===== src/rtl/i2c_txn_arbiter.sv =====
// i2c_txn_arbiter: round-robin arbiter that sequences two requesters' register
// read/write transactions onto an I2C master engine's command/response port.
module i2c_txn_arbiter #(
  parameter logic [6:0] SADR  = 7'b1010011,
  parameter int         LEN_W = 3
) (
  input  logic             clk,
  input  logic             reset,
  input  logic [1:0]       req_val,
  output logic [1:0]       req_rdy,
  input  logic [1:0]       req_rw,
  input  logic [7:0]       req_reg0,
  input  logic [7:0]       req_reg1,
  input  logic [LEN_W-1:0] req_len0,
  input  logic [LEN_W-1:0] req_len1,
  input  logic [7:0]       req_wdata0,
  input  logic [7:0]       req_wdata1,
  output logic             rd_val,
  output logic [7:0]       rd_data,
  output logic             rd_src,
  output logic             done,
  output logic             busy,
  output logic [6:0]       cmd_addr,
  output logic [2:0]       cmd_op,
  output logic             cmd_fun,
  output logic [7:0]       cmd_wdata,
  output logic             cmd_val,
  input  logic             cmd_rdy,
  input  logic             rsp_val,
  output logic             rsp_rdy,
  input  logic [7:0]       rsp_data
);
  localparam logic [2:0] OP_INITIALIZE = 3'd0;
  localparam logic [2:0] OP_START      = 3'd1;
  localparam logic [2:0] OP_WRITE      = 3'd2;
  localparam logic [2:0] OP_READ       = 3'd3;
  localparam logic [2:0] OP_STOP       = 3'd4;
  typedef enum logic [3:0] {
    INIT_I, INIT_W, IDLE, STA_I, STA_W, REG_I, REG_W, DAT_I, DAT_W,
    RST_I, RST_W, RD_I, RD_W, STP_I, STP_W
  } state_t;
  state_t state, nxt;
  logic pri, gnt, gnt_any, issue, waits, cmd_hs, rsp_hs, last_rd, rw_q;
  logic [7:0] reg_q, wdata_q;
  logic [LEN_W-1:0] len_q, cnt;
  always_comb begin
    issue     = state inside {INIT_I, STA_I, REG_I, DAT_I, RST_I, RD_I, STP_I};
    waits     = state inside {INIT_W, STA_W, REG_W, DAT_W, RST_W, RD_W, STP_W};
    gnt       = req_val[pri] ? pri : ~pri;
    gnt_any   = !reset && state == IDLE && |req_val;
    req_rdy   = gnt_any ? (gnt ? 2'b10 : 2'b01) : 2'b00;
    cmd_val   = !reset && issue;
    rsp_rdy   = !reset && waits;
    cmd_hs    = cmd_val && cmd_rdy;
    rsp_hs    = rsp_val && rsp_rdy;
    last_rd   = cnt == len_q;
    busy      = reset || state != IDLE;
    cmd_addr  = SADR;
    cmd_op    = state inside {STA_I, RST_I} ? OP_START :
                state inside {REG_I, DAT_I} ? OP_WRITE :
                state == RD_I ? OP_READ :
                state == STP_I ? OP_STOP : OP_INITIALIZE;
    cmd_fun   = state == STA_I || state == DAT_I || (state == RD_I && last_rd);
    cmd_wdata = state == REG_I ? reg_q : state == DAT_I ? wdata_q : 8'h00;
    nxt       = state;
    case (state)
      INIT_I:  nxt = cmd_hs ? INIT_W : INIT_I;
      INIT_W:  nxt = rsp_hs ? IDLE : INIT_W;
      IDLE:    nxt = gnt_any ? STA_I : IDLE;
      STA_I:   nxt = cmd_hs ? STA_W : STA_I;
      STA_W:   nxt = rsp_hs ? REG_I : STA_W;
      REG_I:   nxt = cmd_hs ? REG_W : REG_I;
      REG_W:   nxt = rsp_hs ? (rw_q ? RST_I : DAT_I) : REG_W;
      DAT_I:   nxt = cmd_hs ? DAT_W : DAT_I;
      DAT_W:   nxt = rsp_hs ? IDLE : DAT_W;
      RST_I:   nxt = cmd_hs ? RST_W : RST_I;
      RST_W:   nxt = rsp_hs ? RD_I : RST_W;
      RD_I:    nxt = cmd_hs ? RD_W : RD_I;
      RD_W:    nxt = rsp_hs ? (last_rd ? STP_I : RD_I) : RD_W;
      STP_I:   nxt = cmd_hs ? STP_W : STP_I;
      STP_W:   nxt = rsp_hs ? IDLE : STP_W;
      default: nxt = INIT_I;
    endcase
  end
  always_ff @(posedge clk) state <= reset ? INIT_I : nxt;
  always_ff @(posedge clk) begin
    if (reset) begin
      pri     <= 1'b0;
      rd_src  <= 1'b0;
      cnt     <= '0;
      rd_val  <= 1'b0;
      done    <= 1'b0;
      rd_data <= 8'h00;
    end else begin
      rd_val <= state == RD_W && rsp_hs;
      done   <= rsp_hs && (state == DAT_W || state == STP_W);
      if (state == RD_W && rsp_hs) rd_data <= rsp_data;
      if (gnt_any) begin
        pri    <= ~gnt;
        rd_src <= gnt;
        cnt    <= '0;
      end else if (state == RD_W && rsp_hs && !last_rd) begin
        cnt <= cnt + LEN_W'(1);
      end
    end
  end
  // request fields are captured once at grant so later req_* changes cannot disturb the transaction
  always_ff @(posedge clk) begin
    if (gnt_any) begin
      rw_q    <= req_rw[gnt];
      reg_q   <= gnt ? req_reg1 : req_reg0;
      len_q   <= gnt ? req_len1 : req_len0;
      wdata_q <= gnt ? req_wdata1 : req_wdata0;
    end
  end
endmodule


===== config.mk =====
export PLATFORM = sky130hd
export DESIGN_NAME = i2c_txn_arbiter
export DESIGN_NICKNAME = d
export VERILOG_FILES = /design/src/rtl/i2c_txn_arbiter.sv
export SDC_FILE = /design/constraint.sdc
export NUM_CORES = 1
export LEC_CHECK = 0
export BUFFER_PORTS_ARGS = -buffer_cell sky130_fd_sc_hd__buf_2
export CELL_PAD_IN_SITES_DETAIL_PLACEMENT = 1
export CELL_PAD_IN_SITES_GLOBAL_PLACEMENT = 1
export CORE_MARGIN = 2
export CORE_UTILIZATION = 35
export DETAILED_ROUTE_END_ITERATION = 6
export PLACE_DENSITY_LB_ADDON = 0.08
export SYNTH_ARGS = -nofsm -noshare
export SYNTH_HDL_FRONTEND = slang
export SYNTH_SLANG_ARGS = --single-unit

===== constraint.sdc =====
create_clock -name clk -period 2.2 [get_ports clk]
set_input_delay 0.33 -clock clk [delete_from_list [all_inputs] [get_ports clk]]
set_output_delay 0.33 -clock clk [all_outputs]
set_load 0.005 [all_outputs]

* Yosys cells after proc, flatten, opt, wreduce, memory -nomap -nowiden *
Cells that the tools add are included.

operators by class
  add/subtract/negate cells = 1
  magnitude comparators = 2
  eq/ne operators = 16
  multiplexer cells = 34
  bitwise gates (word level) = 2
  reduce and logical (&&, ||, !) cells = 23

operators by type and width
  operator             number
  $pmux 4 s15          1
  $mux 8               4
  $eq 4x4->1 const B   7
  $mux 3               9
  $mux 4               5
  $eq 4x3->1 const B   4
  $reduce_bool 7->1    2
  $mux 2               6
  $logic_and 1x1->1    10
  $mux 1               9
  $eq 4x2->1 const B   2
  $eq 4x1->1 const B   1
  $logic_not 4->1      1
  $logic_or 1x1->1     4
  $lt 1x2->1 const B   2
  $ne 4x2->1 const B   1
  $reduce_bool 2->1    2
  $reduce_or 2->1      2
  $add 3x1->3 const B  1
  $eq 3x3->1           1
  $logic_not 1->1      2
  $not 1->1            2

storage, ports and cells
  register bits = 39
  bits of input ports = 54

* Depth between registers and ports, before layout *
  depth after elaboration = 6
  depth in mapped cells = 7
  depth with buffers taken out = 5

* Worst setup path after synthesis *
No wires, ideal clock.

  path type = flip-flop to flip-flop
  start point = reg state[3]
  end point = reg len_q[0], enable pin
  setup time = 375 ps
  arrival time = 1,529 ps
  required time = 1,825 ps
  setup slack = 297 ps
  cell stages (with the launch flop) = 5
  period minus slack after synthesis = 1,903 ps
  path through = dfxtp_1 > clkbuf_1 > nor4b_1 > nand3_1 > inv_1

on the way
  word-level cells in the longest chain between the ends = 3

RTL lines
  item                             line  source
  start: declaration               42    state_t state, nxt;
  start signal: assignment         85    always_ff @(posedge clk) state <= reset ? INIT_I : nxt;
  $eq 4x2->1                       50    gnt_any = !reset && state == IDLE && |req_val;
  $logic_and 1x1->1 (2 in series)  50
  end signal: assignment           112   len_q <= gnt ? req_len1 : req_len0;
  end: declaration                 45    logic [LEN_W-1:0] len_q, cnt;

Every way passes these cells.
A chain may end at the register's enable or synchronous reset.

* Worst setup path after layout *
  start point = reg pri
  end point = out req_rdy[0]

on the way
  word-level cells in the longest chain between the ends = 5
  elaborated cells between the ends (all ways) = 6
  those cells by class = mux: 5; bitwise: 1

RTL lines
  item                                        line  source
  start: declaration                          43    logic pri, gnt, gnt_any, issue, waits, cmd_hs, rsp_hs, last_rd, rw_q;
  start signal: assignment                    99    pri <= ~gnt;
  $mux 1 (not written as such) (2 in series)  49    gnt = req_val[pri] ? pri : ~pri;
  $mux 1 (*)                                  49
  $mux 2 (*) (2 in series)                    51    req_rdy = gnt_any ? (gnt ? 2'b10 : 2'b01) : 2'b00;
  end: declaration                            10    output logic [1:0] req_rdy,

Every way passes the cells marked *; elsewhere a longest branch is shown, timed or not. The select of a mux whose other input is x is not followed.

==> metrics.csv <==
metric;value;unit
Yosys warning count;0;
Post-Synth Simple-Gate Area;0.152;
final hold viol count;0;
postcts setup bufs;0;
Least-Margin Pin Slew;0.612;ns
asr flop ratio synth;0;
post-DP HPWL;4080;um
clk sinks;39;
drt pass-1 iters;4;
Clock Pin Slew Worst Setup and Hold Paths;0.07;ns
Post-Synth Adder-Cell Area;0.00590;
layout cell share with drive strength beyond 1;0.423;
post-synth top area share;0.283;
sequential area share after synthesis;0.463;
part of the cycle the worst path needs;0.922;
Leak;0.00116;uW
VDD IR max;321;uV
Cell Rows;28;
setup violators final;0;
CTS Buf Count;5;
die width;81.8;um
total power;1450;uW
worst path arrival time;1.70;ns
CP endpoint kind;output pin;
syn avg cell area;10.2;sq um
Longest Clk Path Bufs;2;
total wire length;5250;um
Die Y;81.8;um
# diodes;0;
I/O pin count;89;
#FFs+latches synth;39;
Overall Global Routing Usage;0.168;
Yosys cell types;44;
Layout area overhead;26.8;%
Nets;345;
Resized Gates After CTS;0;
CP peak stage delay;0.57;ns
cell with the most instances after synthesis;nor2_1;
Placer Congestion;0.822;
Iteration-0 DRC Markers;69;
CTS Hold Buffers Added;0;
Max-slew headroom;0.584;
Via density;4.90;
minimum period implied by the final worst setup slack;2.03;ns
top cells by area, synth;edfxtp_1, dfxtp_1, mux2_2;
number of synthesized flops with an enable pin;20;
ys flop type;edfxtp_1;
unrepaired setup endpoints after global routing;false;
Clock Latency Late Sink;0.28;ns
CP Data Required Time;1.87;ns
largest family of logic cells by synthesized area;multiplexers;
r2r setup slk;0.23;ns
CP cell instances;mux2i_2, buf_4, nor2b_1, buf_2;
first-pass GRT wire length;8450;um
Max Freq;0.493;GHz
CORE AREA;5890;sq um
vias in the first global route;1738;
P per Cell Area;539;nW/um^2
Max FO, Critical Path;8;
Synth top cells by count;nor2_1, edfxtp_1, mux2_2, mux2i_1, dfxtp_1;
cells after synthesis;207;
initial antenna violation count;0;
clock skew;0.00582;ns
max cap viols;0;
CTS tree;yes;
Buf/Inv on CP;2;
Wirelength per Cell;14.4;um
htree depth;2;
Slowest-stage cell, CP;mux2i_2;
Initial Utilization;0.360;
post-route setup TNS;0;ns
cell taking the most area after synthesis;edfxtp_1;
antenna-violating nets left;0;
CP startpoint kind;register;
CTS Root Cell;clkbuf_8;
mux contribution to synthesized area;0.201;
Crit path max-delay family;multiplexers;
DRC viols;0;
Syn Std Cell Area;2120;sq um
Final Max Slew Viols;0;
pin count of the biggest net entering global routing;21;
Crit Path Class;reg2out;
Synth Area in Compound Gates;0.0885;
total congestion overflow;0;
buffers added on ports;81;
run status;completed;
Min-Delay Path Class;in2reg;
xor and xnor fraction of the mapped netlist area;0.0165;
die area;6690;sq um
routed vias;1792;
## final cells by class
type,instances,area [sq um]
Clock buffer,7,76.3
Multi-Input combinational cell,144,1010
Inverter,8,30.0
Clock inverter,1,5.00
Timing Repair Buffer,92,488
Fill cell,704,3200
Sequential cell,39,981
Tap cell,75,93.8
## flip-flops by register name (all words and copies together), names as in the netlist
signal   count
cnt          3
done         1
len_q        3
pri          1
rd_data      8
rd_src       1
rd_val       1
reg_q        8
rw_q         1
state        4
wdata_q      8
## worst paths after layout
path,from,endpoint,depth (start not counted)
hold / removal,rsp_data[3],rd_data[3],3
setup reg to reg,state[3],cnt[2],4
setup / recovery,pri,req_rdy[0],4
hold reg to reg,rd_src,rd_src,2
## placed cells by master, fill, tap and decap left out, drive strengths merged, types with 2 or more instances in the layout
master and instances:
a211oi 2, nand2b 3, inv 8, xnor2 3, nor3 2, a21oi 6, nor2b 4, dfxtp 19
mux2i 20, edfxtp 20, o22ai 2, and3 4, or2 2, nor2 23, o2111ai 3, nand3 7
buf 92, conb 7, clkbuf 7, nand2 11, a31oi 2, o21ai 5, o31ai 2, mux2 20
or4 2
## metrics by stage
stage | cell area [sq um] | hold slack, ns | utilization | setup WS [ns] | std cells
finish | 2690 | 0.281 | 0.457 | 0.172 | 366
global route | 2690 | 0.290 | 0.457 | 0.0637 | 366
CTS | 2690 | 0.283 | 0.457 | 0.109 | 366
detailed placement | 2610 | 0.454 | 0.443 | 0.269 | 358
global placement | 2610 | 0.445 | 0.443 | 0.336 | 358
floorplan | 2140 | 0.453 | - | 0.297 | 212
## per-layer routing
layer | routed length (um) | global-route usage
met4 | 23 | 0.0400
met1 | 2260 | 0.215
met3 | 321 | 0.0516
met5 | 0 | 0
met2 | 2650 | 0.277
## power breakdown
group          switching, uW  total, uW  internal, uW
Combinational           91.0        195           104
Sequential              8.43        785           776
Clock                    246        469           223
## worst reg2reg max path, stage by stage (launching register included)
cell     delay (ns)
dfxtp_1        0.55
nand2_1        0.15
or4_1          0.60
or4_1          0.44
a21oi_1        0.16
## cells by family (layout without fill, tap and decap cells)
kind of cell	after synthesis	after routing
AND/OR/NAND/NOR	64	64
multiplexers	40	40
flip-flops	39	39
buffers and inverters	29	108
AO/OA/AOI/OAI	28	28
XOR/XNOR	4	4
other	2	7
adder cells (fa/ha/maj)	1	1
Power figures use the tool's default switching activity.
